==> src/rtl/instr_prefetch_queue.sv <==
// Instruction fetch stage: single-outstanding imem requests fill a DEPTH-entry
// prefetch FIFO of {word, pc}; a branch flushes the FIFO and redirects fetch.
module instr_prefetch_queue #(
  parameter int unsigned DEPTH    = 4,
  parameter logic [31:0] RESET_PC = 32'h0000_0000
) (
  input  logic        clk,
  input  logic        rst,
  output logic        imem_req,
  output logic [31:0] imem_addr,
  input  logic        imem_ack,
  input  logic [31:0] imem_rdata,
  input  logic        branch_valid,
  input  logic [31:0] branch_target,
  output logic        code_valid,
  output logic [31:0] code,
  output logic [31:0] code_pc,
  input  logic        code_ready
);
  localparam int unsigned PW = (DEPTH > 1) ? $clog2(DEPTH) : 1;
  localparam int unsigned CW = $clog2(DEPTH + 1);
  localparam logic [CW:0] DEPTH_X = (CW+1)'(DEPTH);

  typedef enum logic [1:0] {IDLE, REQ, DISCARD} state_t;

  state_t        state;
  logic [31:0]   word_q [DEPTH];
  logic [31:0]   pc_q   [DEPTH];
  logic [PW-1:0] rd_ptr;
  logic [PW-1:0] wr_ptr;
  logic [CW-1:0] count;
  logic [31:0]   fetch_pc;
  logic          pop;
  logic          push;
  logic [31:0]   target;
  logic [CW:0]   after_pop;
  logic [CW:0]   after_push_pop;

  // Handshake qualifiers and occupancy lookahead used by the fetch FSM.
  always_comb begin
    pop            = code_valid && code_ready && !branch_valid;
    push           = (state == REQ) && imem_ack && !branch_valid;
    target         = branch_target & 32'hFFFF_FFFC;
    after_pop      = {1'b0, count} - (CW+1)'(pop);
    after_push_pop = {1'b0, count} + (CW+1)'(1) - (CW+1)'(pop);
  end

  always_ff @(posedge clk) begin
    if (push) begin
      word_q[wr_ptr] <= imem_rdata;
      pc_q[wr_ptr]   <= imem_addr;
    end
  end

  assign code_valid = (count != '0);
  assign code       = code_valid ? word_q[rd_ptr] : '0;
  assign code_pc    = code_valid ? pc_q[rd_ptr] : '0;

  always_ff @(posedge clk) begin
    if (rst) begin
      state     <= IDLE;
      imem_req  <= 1'b0;
      imem_addr <= RESET_PC;
      fetch_pc  <= RESET_PC;
      count     <= '0;
      rd_ptr    <= '0;
      wr_ptr    <= '0;
    end else begin
      // A redirect discards everything queued, even a same-cycle pop or push.
      if (branch_valid) begin
        count  <= '0;
        rd_ptr <= '0;
        wr_ptr <= '0;
      end else begin
        if (push) wr_ptr <= wr_ptr + PW'(1);
        if (pop)  rd_ptr <= rd_ptr + PW'(1);
        count <= count + CW'(push) - CW'(pop);
      end

      case (state)
        IDLE: begin
          if (branch_valid) begin
            fetch_pc  <= target;
            imem_addr <= target;
            imem_req  <= 1'b1;
            state     <= REQ;
          end else if (after_pop < DEPTH_X) begin
            imem_addr <= fetch_pc;
            imem_req  <= 1'b1;
            state     <= REQ;
          end
        end
        REQ: begin
          if (branch_valid && !imem_ack) begin
            fetch_pc <= target;
            state    <= DISCARD;
          end else if (branch_valid) begin
            fetch_pc  <= target;
            imem_addr <= target;
          end else if (imem_ack) begin
            fetch_pc <= imem_addr + 32'd4;
            if (after_push_pop < DEPTH_X) begin
              imem_addr <= imem_addr + 32'd4;
            end else begin
              imem_req <= 1'b0;
              state    <= IDLE;
            end
          end
        end
        DISCARD: begin
          // Old request stays on the bus until acked; its word is thrown away.
          if (branch_valid) fetch_pc <= target;
          if (imem_ack) begin
            imem_addr <= branch_valid ? target : fetch_pc;
            state     <= REQ;
          end
        end
        default: begin
          imem_req <= 1'b0;
          state    <= IDLE;
        end
      endcase
    end
  end
endmodule
==> config.mk <==
export PLATFORM = sky130hd
export DESIGN_NAME = instr_prefetch_queue
export DESIGN_NICKNAME = d
export VERILOG_FILES = /design/src/rtl/instr_prefetch_queue.sv
export SDC_FILE = /design/constraint.sdc
export NUM_CORES = 1
export LEC_CHECK = 0
export BUFFER_PORTS_ARGS = -buffer_cell sky130_fd_sc_hd__buf_2
export CAP_MARGIN = 25
export CORE_ASPECT_RATIO = 1.1
export CORE_MARGIN = 2
export CORE_UTILIZATION = 63
export DETAILED_ROUTE_END_ITERATION = 10
export PLACE_DENSITY = 0.95
export SLEW_MARGIN = 20
export SYNTH_ARGS = -nofsm -noshare
export SYNTH_HDL_FRONTEND = slang
export SYNTH_SLANG_ARGS = --single-unit
==> constraint.sdc <==
create_clock -name clk -period 6.8 [get_ports clk]
set_input_delay 1.36 -clock clk [delete_from_list [all_inputs] [get_ports clk]]
set_output_delay 1.36 -clock clk [all_outputs]
set_load 0.03 [all_outputs]
Yosys cells after proc, flatten, opt, wreduce, memory -nomap -nowiden
Memory sizes are Yosys's and may differ from the RTL's. A register that Yosys moved wholly into a read port is not among the register bits. Cells that the tools add are included.

Register bits after elaboration: 74. Bits in writable memories: 256. Memories: 2.

Memories: pc_q (words 4, width 32, rd ports 1, clocked after memory_dff 1, wr ports 1, line 28) `logic [31:0] pc_q [DEPTH];`; word_q (words 4, width 32, rd ports 1, clocked after memory_dff 1, wr ports 1, line 27) `logic [31:0] word_q [DEPTH];`.

$add $sub $neg: 8. Reduce and logical (&&, ||, !) cells: 17. Bitwise operators: 1. Multiplexer cells: 36. $lt $le $gt $ge: 2. Eq/ne operators: 14.

Operators by type and width (count): two-way mux 32 bit (13); one-hot mux 32 bit (3 select lines) (1); one-hot mux 32 bit (2 select lines) (1); adder 32 x 3 -> 32 bit (second input constant) (1); two-way mux 2 bit (11); AND reduction 6 bit (2); != test 2 bit (second input constant) (5); != test 3 x 2 -> 1 bit (second input constant) (3); != test 3 bit (second input constant) (3); < comparator 4 x 3 -> 1 bit (second input constant) (2); two-way mux 1 bit (8); one-hot mux 2 bit (3 select lines) (1); nonzero test 3 bit (2); logical AND 1 bit (5); AND reduction 5 bit (1); adder 2 x 1 -> 2 bit (second input constant) (2); adder 3 x 1 -> 4 bit (second input constant) (1); != test 4 x 3 -> 1 bit (second input constant) (1); OR reduction 2 bit (2); subtractor 3 x 1 -> 4 bit (1); subtractor 4 x 1 -> 4 bit (1); adder 3 x 1 -> 3 bit (1); one-hot mux 1 bit (3 select lines) (1); subtractor 3 x 1 -> 3 bit (1); 7 further kinds (8).

Depth between registers and ports, before layout
Gate-level depths: netlist of the first run.

Depth in word-level cells: 10. Depth in mapped cells: 10.

Worst setup path before layout of the first run
Ideal clock, no wire load.

Path kind: input to register. From: input branch_valid. To: memory pc_q[0][0] (enable). Buffers on the path: 3. Library setup time: 0.429 ns. Data required time: 6.371 ns. Stages: 5. Arrival: 3.767 ns. Setup slack: 2.604 ns. Cell sequence: buf_2 -> nor3b_1 -> buf_2 -> clkbuf_1 -> and3_1.

Longest elaborated chain between the ends: 4.

Ends and longest elaborated chain: start, declared (line 13) `input logic branch_valid,`; logical NOT 1 bit (line 42) `push = (state == REQ) && imem_ack && !branch_valid;`; logical AND 1 bit (line 42); two-way mux 1 bit (line 49) `if (push) begin`; two-way mux 1 bit (implied by the code) (line 51) `pc_q[wr_ptr] <= imem_addr;`; end, declared (line 28).

No other way between the ends.

==> impl_metrics.yaml, run 1 <==
worst_setup_path:
  max_stage_delay_ns: 0.79
  startpoint_type: "register"
  r2r_start: "count[0]"
  critical-path-top-delay-family: "buffers and inverters"
  reg2reg_depth: 8
  ff2ff_setup_slack_ns: 4.00
  critPathCaptureType: "output pin"
  crit_required_ns: 5.44
  crit_fanout: 33
  worst-path-buf-inv: 2
  crit_type: "reg2out"
  cpMaxStageDelayCell: "dfxtp_4"
  path_cells: "buf_4, mux4_2, and2_1, buf_2"
  reg2reg_to: "count[1]"
  arrival_ns: 3.08
timing:
  fin_worst_skew_ns: 0.0148
  relSlewSlack_pct: 32.5
  period_share_pct: 65.2
  max_freq_mhz: 225
  hold_viol: 0
  tns_ns: 0
  period_needed_ns: 4.44
  worstMarginPinSlew_ns: 1.01
  report.final.slew_viol_count: 0
  hold_ws_ns: 0.463
  setup_violations: 0
  rsz0062_at_grt: "false"
job:
  maxCapViolCount: 0
yosys:
  ys_seq_elements: 332
  syn_area_um2: 14400
  ys_seq_area_share_pct: 63.8
  yosysTopAreaCell: "edfxtp_1"
  synth_area_per_cell_um2: 14.0
  synth_edf_count: 256
  synth-async-reset-ratio_pct: 0
  synth_nets: 1106
  dominantRegCellSynth: "edfxtp_1"
  yosys.area.top_type_share_pct: 53.3
  synth_cells: 1028
  ys_types: 78
  synthTopCellsByArea: "edfxtp_1 (53%), dfxtp_1 (11%), mux4_2 (10%)"
  synth.yosys.warnings: 0
placement:
  hpwl_mm: 20.1
  place_congestion: 0.907
  numPortBuffers: 164
  dp.cells: 1425
worst_hold_path:
  hold_end: "fetch_pc[4]"
  hold_start: "fetch_pc[4]"
  holdPathStages: 2
  hp-class: "reg2reg"
global_route:
  grt-busiest-layer: "met2"
  grt.overflow.total: 0
  track_usage_pct: 28.0
  antenna_found_initial: 1
  grt_max_degree: 66
  grt_pass1_wl_mm: 52.5
  met3_usage_pct: 3.64
  grt_pass1_vias: 9348
  met1_usage_pct: 39.2
  grtUsageMet2_pct: 47.6
drt:
  via_per_inst: 6.62
  vias: 9832
  route.detailed.drc: 0
  wire_per_inst_um: 23.0
  drt-initial-drc-count: 1120
  postRouteAntennaNets: 0
  first_pass_iters: 6
  routed_wl_mm: 34.1
clock_tree:
  cts_resized: 0
  postCtsSetupRepairBufs: 0
  hold_buffers: 0
  cts_max_level: 1
  path_clk_slew_ns: 0.06
  numClockSinks: 332
  cts_buffer_depth: 3
  cts_tree: "done"
  clk_latency_ns: 0.57
  root_buffer: "clkbuf_16"
  cts_buffers: 31
floorplan:
  die_height_um: 163
  die_area_um2: 24100
  ioPinCount: 167
  die_x_um: 148
  start_util_pct: 63.6
  core.rowCount: 58
  core_um2: 22700
layout:
  fin_util_pct: 72.8
  fin_cells: 1485
  final_nets: 1237
  multi_input_area_um2: 4860
  drive_gt1_share_pct: 27.2
  syn2layout_area_growth_pct: 14.5
  fillCellCount: 1415
  seqCellArea_um2: 9220
power:
  p_sw_share_pct: 23.5
  p_comb_share_pct: 7.5
  total_power_w: 0.00448
  p_int_w: 0.00343
  p_leak_nw: 5.70
  clkPwrFrac_pct: 40.9
  ir_worst_vdd_mv: 0.199
  power_density_nw_per_um2: 271
  p_sw_w: 0.00105
  power_frac_seq_pct: 51.5
outcome:
  status: "complete, no violations"
synthesized netlist by cell type, types with 12 or more instances:
library cell	count
nor2_1	45
edfxtp_1	256
o21ai_0	46
mux4_2	64
a21oi_1	45
inv_1	12
nand4_1	14
nand3_1	33
a22oi_1	20
clkbuf_1	52
dfxtp_1	76
nand2_1	53
o211ai_1	12
and2_1	69
buf_2	20
metrics by stage:
step | setup WS [ns] | cell area, µm²
2_1_floorplan | 2.60 | 14400
3_3_place_gp | 2.95 | 15400
3_5_place_dp | 2.89 | 15400
4_1_cts | 2.24 | 16500
5_1_grt | 2.16 | 16500
6_report | 2.36 | 16500
area by class of cell:
class	instances	share of cell area, %
repair buffers	177	5.63
flip-flops and latches	332	55.8
well taps	300	2.27
multi-input cells	604	29.4
clock inverters	24	1.84
inverters	13	0.295
diodes	1	0.0151
clock buffers	34	4.76
registers in the layout, indices dropped and copies added (netlist names), named ones only:
name	flops
imem_addr	32
wr_ptr	2
rd_ptr	2
pc_q	128
imem_req	1
count	3
fetch_pc	32
word_q	128
state	2
worst max path at each step:
stage	to	slack, ns	cells after the start
floorplan	pc_q[0][0]	2.60	5
global placement	code_pc[12]	2.95	4
detailed placement	code[28]	2.89	4
CTS	code[28]	2.24	4
global route	code[28]	2.16	4
finish	code[28]	2.36	4
per-layer routing:
metal  wire, µm  up-vias  share of wire [%]
met5          0        -                  0
met4        704        0                2.1
met3       3200       80                9.4
met2      17100      618                 50
met1      13100     4840                 38
li1           -     4294                  -
worst register-to-register path, cell delays in order, from the launching register on:
cell     delay [ns]
dfxtp_1        0.39
or3_2          0.39
buf_4          0.50
nand2_1        0.20
or3_1          0.43
nand2_1        0.08
ha_1           0.15
fa_1           0.41
and2_1         0.14
kinds of logic after synthesis:
kind of cell,Yosys count,share of synthesized area [%]
AO/OA/AOI/OAI,218,10.1
adder cells (fa/ha/maj),9,0.832
XOR/XNOR,21,1.27
multiplexers,67,10.2
flip-flops,332,63.8
AND/OR/NAND/NOR,289,11.0
buffers and inverters,92,2.76
power groups by stage:
stage	combinational, W	clock (W)	sequential (W)
2_1_floorplan	0.000202	0	0.00235
3_3_place_gp	0.000319	0	0.00234
3_5_place_dp	0.000329	0	0.00235
4_1_cts	0.000332	0.00185	0.00231
5_1_grt	0.000361	0.00192	0.00232
6_report	0.000338	0.00183	0.00231
layout by cell type (no fill, tap or decap), types with 9 or more instances in the layout:
cell type and instances:
nand3_1 33, o22ai_1 9, a21oi_1 45, edfxtp_1 256
buf_2 164, clkbuf_16 31, a211oi_1 11, o21ai_0 46
nor2_1 45, xnor2_1 11, dfxtp_1 74, nand4_1 14
a31oi_1 9, nand2_1 53, buf_4 12, o211ai_1 12
nor3_1 11, inv_1 12, mux4_2 64, a22oi_1 20
xor2_1 10, and2_1 69
Power figures use the tool's default switching activity.
==> run 2, diff against run 1 <==
Settings changed: ABC_AREA set to 1, CORE_UTILIZATION 63 to 53, PLACE_DENSITY 0.95 to 0.87.
Clock period 6.8 ns to 3.67 ns, I/O delays scaled along.
==> run 2 against run 1 <==
Effect of this change:
- setup slack lost 1.9 ns
- global-route usage shrank 4.0 points
- synthesized cell count grew 55%
- first-iteration DRC count grew 19%
- clock skew grew 0.015 ns
- critical endpoint is now code_pc[17]
- largest power group unchanged
==> impl_metrics.yaml, run 2 <==
power:
  p_int_w: 0.00638
  p_leak_nw: 6.56
  power_density_nw_per_um2: 520
  p_sw_w: 0.00245
  p_comb_share_pct: 13.5
  ir_worst_vdd_mv: 0.350
  p_sw_share_pct: 27.7
  total_power_w: 0.00882
  clkPwrFrac_pct: 35.0
  power_frac_seq_pct: 51.5
clock_tree:
  path_clk_slew_ns: 0.06
  cts_tree: "done"
  cts_max_level: 1
  clk_latency_ns: 0.57
  numClockSinks: 332
  cts_buffers: 31
  cts_buffer_depth: 3
  cts_resized: 0
  hold_buffers: 0
  root_buffer: "clkbuf_16"
  postCtsSetupRepairBufs: 0
drt:
  drt-initial-drc-count: 1338
  first_pass_iters: 6
  vias: 11900
  postRouteAntennaNets: 0
  routed_wl_mm: 36.5
  wire_per_inst_um: 17.2
  route.detailed.drc: 0
  via_per_inst: 5.63
placement:
  hpwl_mm: 22.2
  place_ws_ns: 0.974
  dpl-instance-area_um2: 16000
  numPortBuffers: 164
  place_congestion: 0.899
  dp.cells: 2060
timing:
  period_share_pct: 87.0
  relSlewSlack_pct: 42.8
  setup_violations: 0
  max_freq_mhz: 313
  report.final.slew_viol_count: 0
  hold_viol: 0
  worstMarginPinSlew_ns: 0.858
  setup_slack_ns: 0.476
  period_needed_ns: 3.19
  fin_worst_skew_ns: 0.0297
  rsz0062_at_grt: "false"
worst_setup_path:
  crit_required_ns: 2.94
  reg2reg_depth: 11
  cpMaxStageDelayCell: "dfxtp_4"
  arrival_ns: 2.46
  crit_fanout: 45
  max_stage_delay_ns: 0.68
  r2r_start: "state[0]"
  reg2reg_to: "imem_addr[12]"
  critPathCaptureType: "output pin"
  ff2ff_setup_slack_ns: 1.18
  path_cells: "buf_4, nor2_1, nor2_1, o21ai_0, a21oi_1, buf_2"
  cpMostUsedCell: "nor2_1"
  startpoint_type: "register"
  crit_type: "reg2out"
layout:
  syn2layout_area_growth_pct: 14.7
  layout_commonest_cell: "nor2_1"
  fin_cells: 2120
  top_regs: "pc_q x128, word_q x128"
  drive_gt1_share_pct: 15.3
  final_nets: 1808
  fin_util_pct: 61.5
  final_area_um2: 17000
  most-common-layout-cells: "nor2_1 (376), nand2_1 (268), edfxtp_1 (256)"
yosys:
  synth_nets: 1675
  synth-simple-area-share_pct: 18.9
  synth_xor_area_share_pct: 0.414
  yosys.area.top_type_share_pct: 51.9
  synth_edf_count: 256
  synth_area_per_cell_um2: 9.27
  ys_seq_area_share_pct: 62.2
  yosysTopAreaCell: "edfxtp_1"
  ys_seq_elements: 332
  syn_area_um2: 14800
  yosysMostFrequentCell: "nor2_1"
  synth.yosys.warnings: 0
  synth_top_family_by_area: "simple AND/OR/NAND/NOR gates"
  synth-async-reset-ratio_pct: 0
  dominantRegCellSynth: "edfxtp_1"
  synth_compound_area_share_pct: 13.4
  synth_fa_ha_area_share_pct: 0.811
  synth_commonest_cells: "nor2_1 (380), nand2_1 (268), edfxtp_1 (256)"
  synth.mux.area_fraction_pct: 0
  synthTopCellsByArea: "edfxtp_1 (52%), dfxtp_1 (10%), nor2_1 (9.6%)"
  synth_cells: 1597
  ys_types: 36
worst_hold_path:
  hold_end: "word_q[3][22]"
  hold_start: "imem_rdata[22]"
  hp-class: "in2reg"
  holdPathStages: 1
floorplan:
  core_um2: 27600
  die_x_um: 163
  ioPinCount: 167
  start_util_pct: 53.6
  die_height_um: 179
  core.rowCount: 64
  die_area_um2: 29300
global_route:
  grt_max_degree: 107
  antenna_found_initial: 3
  grt_pass1_vias: 11100
  track_usage_pct: 24.0
  grt.overflow.total: 0
  grt_pass1_wl_mm: 55.4
job:
  maxCapViolCount: 0
outcome:
  status: "complete, no violations"
-- run 2: critical path: cells and delay by family, from the launching register on --
kind,cells,cell delay [ns]
AOI/OAI and AO/OA,2,0.36
buffers and inverters,2,0.68
DFF,1,0.68
and+or+nand+nor,2,0.17
-- run 2: layer usage --
layer / GRT usage [%] / vias to the layer above / routed length, µm / share of wire, %
li1: - / 5694 / - / -
met1: 30.6 / 5570 / 14300 / 39
met2: 41.7 / 602 / 17700 / 48
met3: 4.05 / 74 / 3680 / 10
met4: 8.08 / 2 / 864 / 2.4
met5: 0 / - / 16 / 0.044
-- run 2: through the flow --
step,TNS [ns],hold slack (ns)
after floorplan,-271.37,0.436
after global placement,0,0.445
after detailed placement,0,0.457
after CTS,0,0.355
after global routing,0,0.365
final,0,0.376
-- run 2: area by class of cell --
type,count,area [µm²]
antenna,2,5.00
clock buffer,41,865
clock inverter,17,125
fill,2175,10600
inverter,62,235
multi-input combinational,1112,5000
sequential,332,9210
tap,363,454
timing repair buffer,191,1090
-- run 2: power groups by stage --
stage / logic, W / clock network (W) / registers [W]
floorplan: 0.000722 / 0 / 0.00465
finish: 0.00119 / 0.00309 / 0.00454
global route: 0.00131 / 0.00328 / 0.00457
global placement: 0.00113 / 0 / 0.00460
detailed placement: 0.00117 / 0 / 0.00462
CTS: 0.00118 / 0.00312 / 0.00454
-- run 2: how the worst max path moves through the flow --
stage                  from             to  slack, ns  cells after the start
2_1_floorplan  branch_valid     pc_q[0][0]      -1.06                      6
3_3_place_gp   branch_valid  imem_addr[12]       0.98                      9
3_5_place_dp   branch_valid  imem_addr[12]       0.97                      9
4_1_cts            register    code_pc[21]       0.46                      6
5_1_grt            register    code_pc[24]       0.34                      6
6_report           register    code_pc[17]       0.48                      6
-- run 2: cells by family after synthesis --
logic type,count (synthesis)
AO/OA/AOI/OAI,382
XOR/XNOR,7
adder cells (fa/ha/maj),9
buffers and inverters,153
flip-flops,332
AND/OR/NAND/NOR,714
==> run 3, diff against run 2 <==
Settings changed: CORE_UTILIZATION 53 to 63, PLACE_DENSITY 0.87 to 0.95.
Clock period 3.67 ns to 3.91 ns, I/O delays scaled along.
==> run 3 against run 2 <==
Effect of this change:
- critical path depth unchanged
- sequential share of layout area increased by 0.28 points
- final area decreased by 0.52%
- die area decreased by 16%
- global-route usage increased by 6.1 points
- clock power decreased by 3%
- total power decreased by 4.8%
- cell count decreased by 3.4%
- setup slack got worse by 0.047 ns
- combinational power decreased by 6%
- non-clock buffer count decreased by 6
==> impl_metrics.yaml, run 3 (synthesis results as in run 2) <==
outcome:
  status: "complete, no violations"
worst_setup_path:
  cpMostUsedCell: "nor2_1"
  path_cells: "buf_4, nor2_1, nor2_1, o21ai_0, a21oi_1, buf_2"
  startpoint_type: "register"
  crit_type: "reg2out"
  max_stage_delay_ns: 0.64
  worst-path-buf-inv: 2
  arrival_ns: 2.70
  crit_fanout: 51
  cpMaxStageDelayCell: "dfxtp_4"
  critical-path-top-delay-family: "buffers and inverters"
  critPathCaptureType: "output pin"
  crit_required_ns: 3.13
drt:
  wire_per_inst_um: 18.6
  vias: 12400
  route.detailed.drc: 0
  drt-initial-drc-count: 1424
  first_pass_iters: 6
  postRouteAntennaNets: 0
  via_per_inst: 6.05
  routed_wl_mm: 38.0
floorplan:
  start_util_pct: 64.4
  die_area_um2: 24700
  die_height_um: 165
  core_um2: 23000
  ioPinCount: 167
  core.rowCount: 58
  die_x_um: 150
global_route:
  antenna_found_initial: 0
  grt_max_degree: 71
  track_usage_pct: 30.1
  grt_pass1_wl_mm: 58.1
  grt_pass1_vias: 11600
  grt.overflow.total: 0
layout:
  top_regs: "pc_q x128, word_q x128"
  drive_gt1_share_pct: 14.8
  fin_util_pct: 73.4
  final_nets: 1802
  syn2layout_area_growth_pct: 14.1
  seqCellArea_um2: 9210
  fin_cells: 2048
  multi_input_area_um2: 5000
  layout_commonest_cell: "nor2_1"
  fillCellCount: 1514
  most-common-layout-cells: "nor2_1 (376), nand2_1 (268), edfxtp_1 (256)"
worst_hold_path:
  hp-class: "in2reg"
clock_tree:
  path_clk_slew_ns: 0.06
  cts_tree: "done"
  numClockSinks: 332
  cts_buffers: 31
  cts_max_level: 1
  cts_buffer_depth: 3
  root_buffer: "clkbuf_16"
  cts_resized: 0
  clk_latency_ns: 0.56
  hold_buffers: 0
  postCtsSetupRepairBufs: 0
power:
  ir_worst_vdd_mv: 0.371
  p_leak_nw: 6.54
  p_comb_share_pct: 13.4
  p_sw_share_pct: 27.3
  power_frac_seq_pct: 50.8
  total_power_w: 0.00840
  clkPwrFrac_pct: 35.8
  p_int_w: 0.00611
  power_density_nw_per_um2: 497
  p_sw_w: 0.00229
timing:
  report.final.slew_viol_count: 0
  max_freq_mhz: 287
  relSlewSlack_pct: 40.3
  fin_worst_skew_ns: 0.0114
  setup_slack_ns: 0.429
  period_needed_ns: 3.48
  setup_violations: 0
  hold_viol: 0
  period_share_pct: 89.0
  rsz0062_at_grt: "false"
  hold_ws_ns: 0.435
  worstMarginPinSlew_ns: 0.894
placement:
  place_congestion: 0.924
  hpwl_mm: 22.6
  numPortBuffers: 164
  place_ws_ns: 0.985
  dp.cells: 1991
job:
  maxCapViolCount: 0
run 3: cell count changes in the layout (fill, tap and decap cells not counted):
cell        delta
clkinvlp_2     +1
bufinv_16      +2
diode_2        -1
clkbuf_8       -2
inv_6          -1
buf_12         +1
clkbuf_16      +1
clkinv_4       -1
clkinv_2       -1
buf_4          -7
clkbuf_1       +5
clkinvlp_4     -2
inv_4          -1
clkinv_1       -3
run 3: path summary, 6_finish.rpt:
check                                    start       endpoint  slack (ns)  cells after the start
worst max register to register        state[0]    pc_q[3][28]        1.17                      5
worst min-delay path            imem_rdata[10]  word_q[2][10]        0.44                      1
worst max-delay path                  register    code_pc[12]        0.43                      6
worst min register to register    fetch_pc[28]   fetch_pc[28]        0.47                      2
run 3: final cells by class:
type                            count  area share [%]
Inverter                           62            1.39
Clock inverter                     11           0.800
Clock buffer                       45            5.21
Multi-Input combinational cell   1112            29.6
Tap cell                          300            2.22
Antenna cell                        1          0.0148
Sequential cell                   332            54.5
Timing Repair Buffer              185            6.24
run 3: metal layers:
layer	track usage, %	vias up	share of wire (%)
met5	0	-	0
met4	13.3	0	3.6
met3	4.92	124	11
li1	-	5684	-
met2	52.1	773	50
met1	37.5	5801	36
run 3: power by group through the flow:
stage,registers [W],clock network [W],logic (W)
6_report,0.00427,0.00301,0.00112
3_5_place_dp,0.00433,0,0.00109
3_3_place_gp,0.00431,0,0.00105
2_1_floorplan,0.00437,0,0.000678
4_1_cts,0.00425,0.00301,0.00111
5_1_grt,0.00429,0.00314,0.00123
run 3: stage by stage:
step | instance area, µm² | TNS (ns)
after floorplan | 14800 | -222.22
after global placement | 15900 | 0
after detailed placement | 15900 | 0
after CTS | 16900 | 0
after global routing | 16900 | 0
final | 16900 | 0
